--- config.mk ---
export PLATFORM = sky130hd
export DESIGN_NAME = uart_transmit
export DESIGN_NICKNAME = d
export VERILOG_FILES = /design/src/rtl/uart_transmit.sv
export SDC_FILE = /design/constraint.sdc
export NUM_CORES = 1
export LEC_CHECK = 0
export ABC_AREA = 1
export CELL_PAD_IN_SITES_DETAIL_PLACEMENT = 0
export CELL_PAD_IN_SITES_GLOBAL_PLACEMENT = 1
export CORE_MARGIN = 2
export CORE_UTILIZATION = 45
export CTS_CLUSTER_DIAMETER = 100
export DETAILED_ROUTE_END_ITERATION = 10
export GPL_ROUTABILITY_DRIVEN = 1
export PLACE_DENSITY_LB_ADDON = 0.3
export SYNTH_ARGS = -nofsm -noshare
export SYNTH_HDL_FRONTEND = slang
export SYNTH_SLANG_ARGS = --single-unit
--- constraint.sdc ---
create_clock -name clk -period 2.95 [get_ports clk]
set_clock_uncertainty 0.15 [all_clocks]
set_input_delay 0.295 -clock clk [delete_from_list [all_inputs] [get_ports clk]]
set_output_delay 0.295 -clock clk [all_outputs]
set_load 0.02 [all_outputs]
--- src/rtl/uart_transmit.sv ---
// UART transmitter: byte FIFO behind a valid/ready handshake feeding a
// start/data/parity/stop serialiser with a registered, idle-high txd line.
module uart_transmit #(
  parameter int CLKS_PER_BIT = 16,
  parameter int DEPTH        = 4,
  parameter int PARITY_EN    = 0,
  parameter int PARITY_ODD   = 0,
  parameter int STOP_BITS    = 1
) (
  input  logic                     clk,
  input  logic                     rst,
  input  logic [7:0]               data,
  input  logic                     in_valid,
  output logic                     in_ready,
  output logic                     txd,
  output logic                     busy,
  output logic [$clog2(DEPTH):0]   fifo_count
);

  localparam int PW = $clog2(DEPTH);
  localparam int CW = PW + 1;
  localparam logic [15:0]   BAUD_LAST = 16'(CLKS_PER_BIT - 1);
  localparam logic [2:0]    STOP_LAST = 3'(STOP_BITS - 1);
  localparam logic [CW-1:0] FULL      = CW'(DEPTH);
  localparam logic          PAR_EN    = (PARITY_EN != 0);
  localparam logic          PAR_ODD   = (PARITY_ODD != 0);

  typedef enum logic [2:0] {
    S_IDLE   = 3'd0,
    S_START  = 3'd1,
    S_DATA   = 3'd2,
    S_PARITY = 3'd3,
    S_STOP   = 3'd4
  } state_t;

  function automatic logic parity_of(input logic [7:0] value, input logic odd);
    return (^value) ^ odd;
  endfunction

  logic [7:0]    mem_r [DEPTH];
  logic [PW-1:0] wr_ptr_r;
  logic [PW-1:0] rd_ptr_r;
  logic [CW-1:0] count_r;
  logic [CW-1:0] count_s;
  logic          in_ready_r;
  logic          push_s;
  logic          pop_s;

  state_t        state_r;
  state_t        state_s;
  logic [15:0]   baud_r;
  logic [15:0]   baud_s;
  logic [2:0]    bit_r;
  logic [2:0]    bit_s;
  logic [7:0]    shift_r;
  logic [7:0]    shift_s;
  logic          parity_r;
  logic          parity_s;
  logic          baud_end_s;
  logic          txd_r;
  logic          txd_s;
  logic          busy_r;
  logic          busy_s;

  assign push_s     = in_valid && in_ready_r;
  assign pop_s      = (state_r == S_IDLE) && (count_r != CW'(0));
  assign baud_end_s = (baud_r == BAUD_LAST);

  assign in_ready   = in_ready_r;
  assign txd        = txd_r;
  assign busy       = busy_r;
  assign fifo_count = count_r;

  // FIFO storage; contents need no reset because count gates every read
  always_ff @(posedge clk) begin
    if (push_s && !rst) begin
      mem_r[wr_ptr_r] <= data;
    end
  end

  // Occupancy after this edge's push/pop pair
  always_comb begin
    count_s = count_r;
    case ({push_s, pop_s})
      2'b10:   count_s = count_r + CW'(1);
      2'b01:   count_s = count_r - CW'(1);
      default: count_s = count_r;
    endcase
  end

  // FIFO pointers, count and registered ready
  always_ff @(posedge clk) begin
    if (rst) begin
      wr_ptr_r   <= PW'(0);
      rd_ptr_r   <= PW'(0);
      count_r    <= CW'(0);
      in_ready_r <= 1'b1;
    end else begin
      if (push_s) begin
        wr_ptr_r <= wr_ptr_r + PW'(1);
      end
      if (pop_s) begin
        rd_ptr_r <= rd_ptr_r + PW'(1);
      end
      count_r    <= count_s;
      in_ready_r <= (count_s != FULL);
    end
  end

  // Serialiser state register, including the registered line outputs
  always_ff @(posedge clk) begin
    if (rst) begin
      state_r  <= S_IDLE;
      baud_r   <= 16'd0;
      bit_r    <= 3'd0;
      shift_r  <= 8'd0;
      parity_r <= 1'b0;
      txd_r    <= 1'b1;
      busy_r   <= 1'b0;
    end else begin
      state_r  <= state_s;
      baud_r   <= baud_s;
      bit_r    <= bit_s;
      shift_r  <= shift_s;
      parity_r <= parity_s;
      txd_r    <= txd_s;
      busy_r   <= busy_s;
    end
  end

  // Next-state logic; bit_r counts data bits in DATA and stop bits in STOP
  always_comb begin
    state_s  = state_r;
    baud_s   = baud_r;
    bit_s    = bit_r;
    shift_s  = shift_r;
    parity_s = parity_r;
    case (state_r)
      S_IDLE: begin
        if (pop_s) begin
          state_s  = S_START;
          baud_s   = 16'd0;
          bit_s    = 3'd0;
          shift_s  = mem_r[rd_ptr_r];
          parity_s = parity_of(mem_r[rd_ptr_r], PAR_ODD);
        end else begin
          state_s  = S_IDLE;
        end
      end
      S_START: begin
        if (baud_end_s) begin
          state_s = S_DATA;
          baud_s  = 16'd0;
          bit_s   = 3'd0;
        end else begin
          baud_s  = baud_r + 16'd1;
        end
      end
      S_DATA: begin
        if (baud_end_s) begin
          baud_s  = 16'd0;
          shift_s = {1'b0, shift_r[7:1]};
          if (bit_r == 3'd7) begin
            bit_s   = 3'd0;
            state_s = PAR_EN ? S_PARITY : S_STOP;
          end else begin
            bit_s   = bit_r + 3'd1;
          end
        end else begin
          baud_s  = baud_r + 16'd1;
        end
      end
      S_PARITY: begin
        if (baud_end_s) begin
          state_s = S_STOP;
          baud_s  = 16'd0;
          bit_s   = 3'd0;
        end else begin
          baud_s  = baud_r + 16'd1;
        end
      end
      S_STOP: begin
        if (baud_end_s) begin
          baud_s = 16'd0;
          if (bit_r == STOP_LAST) begin
            state_s = S_IDLE;
            bit_s   = 3'd0;
          end else begin
            bit_s   = bit_r + 3'd1;
          end
        end else begin
          baud_s = baud_r + 16'd1;
        end
      end
      default: begin
        state_s = S_IDLE;
        baud_s  = 16'd0;
        bit_s   = 3'd0;
      end
    endcase
  end

  // Line level decoded from the upcoming state so txd changes on the same edge
  always_comb begin
    txd_s  = 1'b1;
    busy_s = (state_s != S_IDLE);
    case (state_s)
      S_START:  txd_s = 1'b0;
      S_DATA:   txd_s = shift_s[0];
      S_PARITY: txd_s = parity_r;
      S_STOP:   txd_s = 1'b1;
      S_IDLE:   txd_s = 1'b1;
      default:  txd_s = 1'b1;
    endcase
  end

endmodule

==> results by group <==
Setup path
  • Max FO, Critical Path: 16
  • FF-to-FF Start: fifo_count[0]
  • Most frequent CP cell: nand3_1
  • R2r worst-path depth: 11
  • CP arrival: 2.52 ns
  • CP Launch Type: flip-flop
  • WP data required: 3.01 ns
  • Worst path max stage delay: 0.40 ns
  • Crit path buffers/inverters: 3
  • Critical path class: reg -> reg
  • CP Launch Point: fifo_count[0]
  • Family with the most delay on the worst path: adder cells
  • CP cell instances: inv_1, nand3_1, nand3_1, inv_2, ha_1, inv_1, fa_1, o21ai_0, o21ai_0, a21oi_1, nand3_1
  • Crit. End Element: flip-flop
  • Critical Path End: in_ready
  • R2R Path End: in_ready
  • R2r setup slk: 0.49 ns
  • Crit path depth: 11
  • CP max-delay cell: fa_1

Synth
  • Average cell area after synthesis: 7.89 um^2
  • Syn nets: 486
  • Synth top area share: 0.262
  • Synth Area in Simple Gates: 0.299
  • Number of synthesized flops with an enable pin: 32
  • Ys async rst share: 0
  • Sequential share of the synthesized area: 0.496
  • Adder-cell share of the synthesized area: 0.0361
  • Synth area leader: edfxtp_1
  • Compound-Gate Fraction of Synth Area: 0.0822
  • Post-synthesis xor/xnor area fraction: 0.00955
  • Syn Inst Count: 465
  • Largest family of logic cells by synthesized area: simple AND/OR/NAND/NOR gates
  • #FFs+latches synth: 75
  • Ys flop type: dfxtp_1
  • Mux contribution to synthesized area: 0
  • Synth area leaders: edfxtp_1 26%, dfxtp_1 23%, nand2_1 17%
  • Cell variety after synth: 33
  • Cell area after synthesis: 3670 um^2
  • Synth Warn #: 0

CTS
  • CTS tree: built
  • Post_cts resized: 0
  • Maximum clock insertion buffer count: 2
  • CTS Sinks: 75
  • Setup bufs post-CTS: 0
  • Clk root buf: clkbuf_8
  • CTS Buf Count: 9
  • Hold bufs inserted after CTS: 0
  • Clock insertion delay at the later pin of the skew report: 0.34 ns
  • Clk slew on worst S/H paths: 0.07 ns
  • H-tree Lvls: 3

GRT
  • Grt met2 use: 0.295
  • Largest net degree at the start of global routing: 19
  • Antenna violations before repair: 0
  • Gr ovfl total: 0
  • First-pass GRT wire length: 12400 um
  • Met3 usage: 0.0305
  • GR Layer Usage met1: 0.236
  • Vias in the first global route: 2833
  • Most Crowded Layer GR: met2
  • All-Layer GR Usage: 0.179

Layout
  • Ant diodes: 0
  • Commonest non-fill, non-tap cell in the layout: nand2_1
  • Final Net Count: 510
  • Layout fillers: 757
  • Area delta synth->final: 13.5%
  • Most frequent cells in the layout: 165 x nand2_1, 45 x inv_1, 43 x dfxtp_1
  • Area taken by multi-input logic gates: 1570 um^2
  • Share of cells above drive strength 1: 0.0832
  • Register area: 1820 um^2

STA
  • Period utilization: 0.834
  • Fmax: 0.407 GHz
  • Max-slew headroom: 0.500
  • Post-layout min period: 2.46 ns
  • Final Max Slew Viols: 0
  • Final setup vio count: 0
  • Final hold viol count: 0
  • Slew of the pin with the lowest slew margin: 0.748 ns
  • Setup_tns: 0 ns
  • RSZ-0062 raised after global routing: no

Die
  • Die ar.: 8890 um^2
  • Width of the chip: 94.3 um
  • Core area: 7810 um^2
  • Starting Density: 0.470
  • Die H: 94.3 um
  • Row cnt: 32
  • Io pins: 17

Pwr
  • Clock share of power: 0.251
  • Cell-internal power: 2270 uW
  • Pwr/cell area: 881 nW/um^2
  • Pwr Total: 3670 uW
  • Maximum vdd ir drop: 0.000584 V
  • Sw frac: 0.381
  • LEAKAGE: 0.00175 uW
  • Combinational group share of total power: 0.382
  • Power share of the sequential group: 0.367
  • Sw power: 1400 uW

Drt
  • Final ANT Viol Nets: 0
  • Vias per cell: 4.93
  • Drt total wl: 7320 um
  • Wire per inst: 12.3 um
  • Remaining DRCs: 0
  • Total number of vias: 2933
  • Drt pass-1 iters: 4
  • DR iter-0 viols: 145

Worst hold path
  • Worst min path class: reg -> reg

Status
  • Outcome: finished, final reports clean

Place
  • GPL Wtd Cong: 0.843
  • Post-detail-place hpwl: 5240 um
  • PortBufs: 16

Run
  • Max-cap violations: 0
==> per-layer routing <==
| metal | vias to the layer above | part of all wire |
|---|---|---|
| met1 | 1329 | 0.52 |
| li1 | 1560 | - |
| met5 | - | 0 |
| met4 | 0 | 0.010 |
| met3 | 6 | 0.029 |
| met2 | 38 | 0.44 |
==> registers in the layout, indices dropped and copies added (netlist names), named ones only <==
name / count
baud_r: 16
bit_r: 3
busy: 1
fifo_count: 3
in_ready: 1
mem_r: 32
parity_r: 1
rd_ptr_r: 2
shift_r: 8
state_r: 3
txd: 1
wr_ptr_r: 2
==> worst reg2reg max path, stage by stage, from the launching register on <==
cell and delay (ns):
dfxtp_1 0.38, inv_1 0.09, nand3_1 0.13, nand3_1 0.14, inv_2 0.24, ha_1 0.19, inv_1 0.07, fa_1 0.40
o21ai_0 0.21, o21ai_0 0.10, a21oi_1 0.15, nand3_1 0.08
==> power by group through the flow <==
stage / combinational, uW / sequential [uW] / clock [uW]
global placement: 1390 / 1370 / 0
global route: 1620 / 1370 / 983
CTS: 1410 / 1350 / 944
finish: 1400 / 1350 / 921
detailed placement: 1400 / 1370 / 0
floorplan: 1080 / 1370 / 0
==> stage by stage <==
step                std cells  hold slack (ns)  worst slack [ns]  instance area [um^2]  utilization
CTS                       595            0.317             0.492                  4170        0.533
detailed placement        580            0.307             0.508                  3940        0.504
floorplan                 465            0.214             0.527                  3670            -
global placement          580            0.299             0.594                  3940        0.504
global route              595            0.339             0.126                  4170        0.533
finish                    595            0.314             0.491                  4170        0.533
==> final cells by class <==
cell class                 instances  area share
sequential                        75       0.437
multi-input combinational        327       0.376
timing repair buffer              24      0.0529
inverter                          52      0.0481
clock buffer                      10      0.0306
tap                              102      0.0306
clock inverter                     5      0.0246
==> how the worst min path moves through the flow <==
| stage | slack, ns | depth (start not counted) | endpoint | start |
|---|---|---|---|---|
| CTS | 0.32 | 2 | rd_ptr_r[1] | rd_ptr_r[1] |
| global route | 0.34 | 2 | shift_r[5] | shift_r[5] |
| floorplan | 0.21 | 1 | shift_r[1] | rst |
| finish | 0.31 | 2 | rd_ptr_r[1] | rd_ptr_r[1] |
| detailed placement | 0.31 | 2 | flip-flop | rd_ptr_r[1] |
| global placement | 0.30 | 2 | baud_r[13] | baud_r[13] |
==> cells in the mapped netlist (2+ instances only) <==
cell type    n
a21oi_1     25
nand4_1     10
buf_2        3
nor3_1       5
ha_1         9
nor2_2       5
nor2_1      32
a22oi_1      3
a211oi_1     3
o21ai_0     18
edfxtp_1    32
clkbuf_1     2
dfxtp_1     43
inv_1       45
buf_4        2
buf_6        4
nor2_4       2
nand2_2      3
inv_2        6
nand3_1     32
nand2_1    165
xor2_1       3
a31oi_1      3
==> kinds of logic (layout without fill, tap and decap cells) <==
logic type               count (synthesis)  in the layout
AO/OA/AOI/OAI                           55             55
flip-flops                              75             75
XOR/XNOR                                 4              4
buffers and inverters                   63             91
adder cells (fa/ha/maj)                 10             10
AND/OR/NAND/NOR                        258            258
Power figures use the tool's default switching activity.
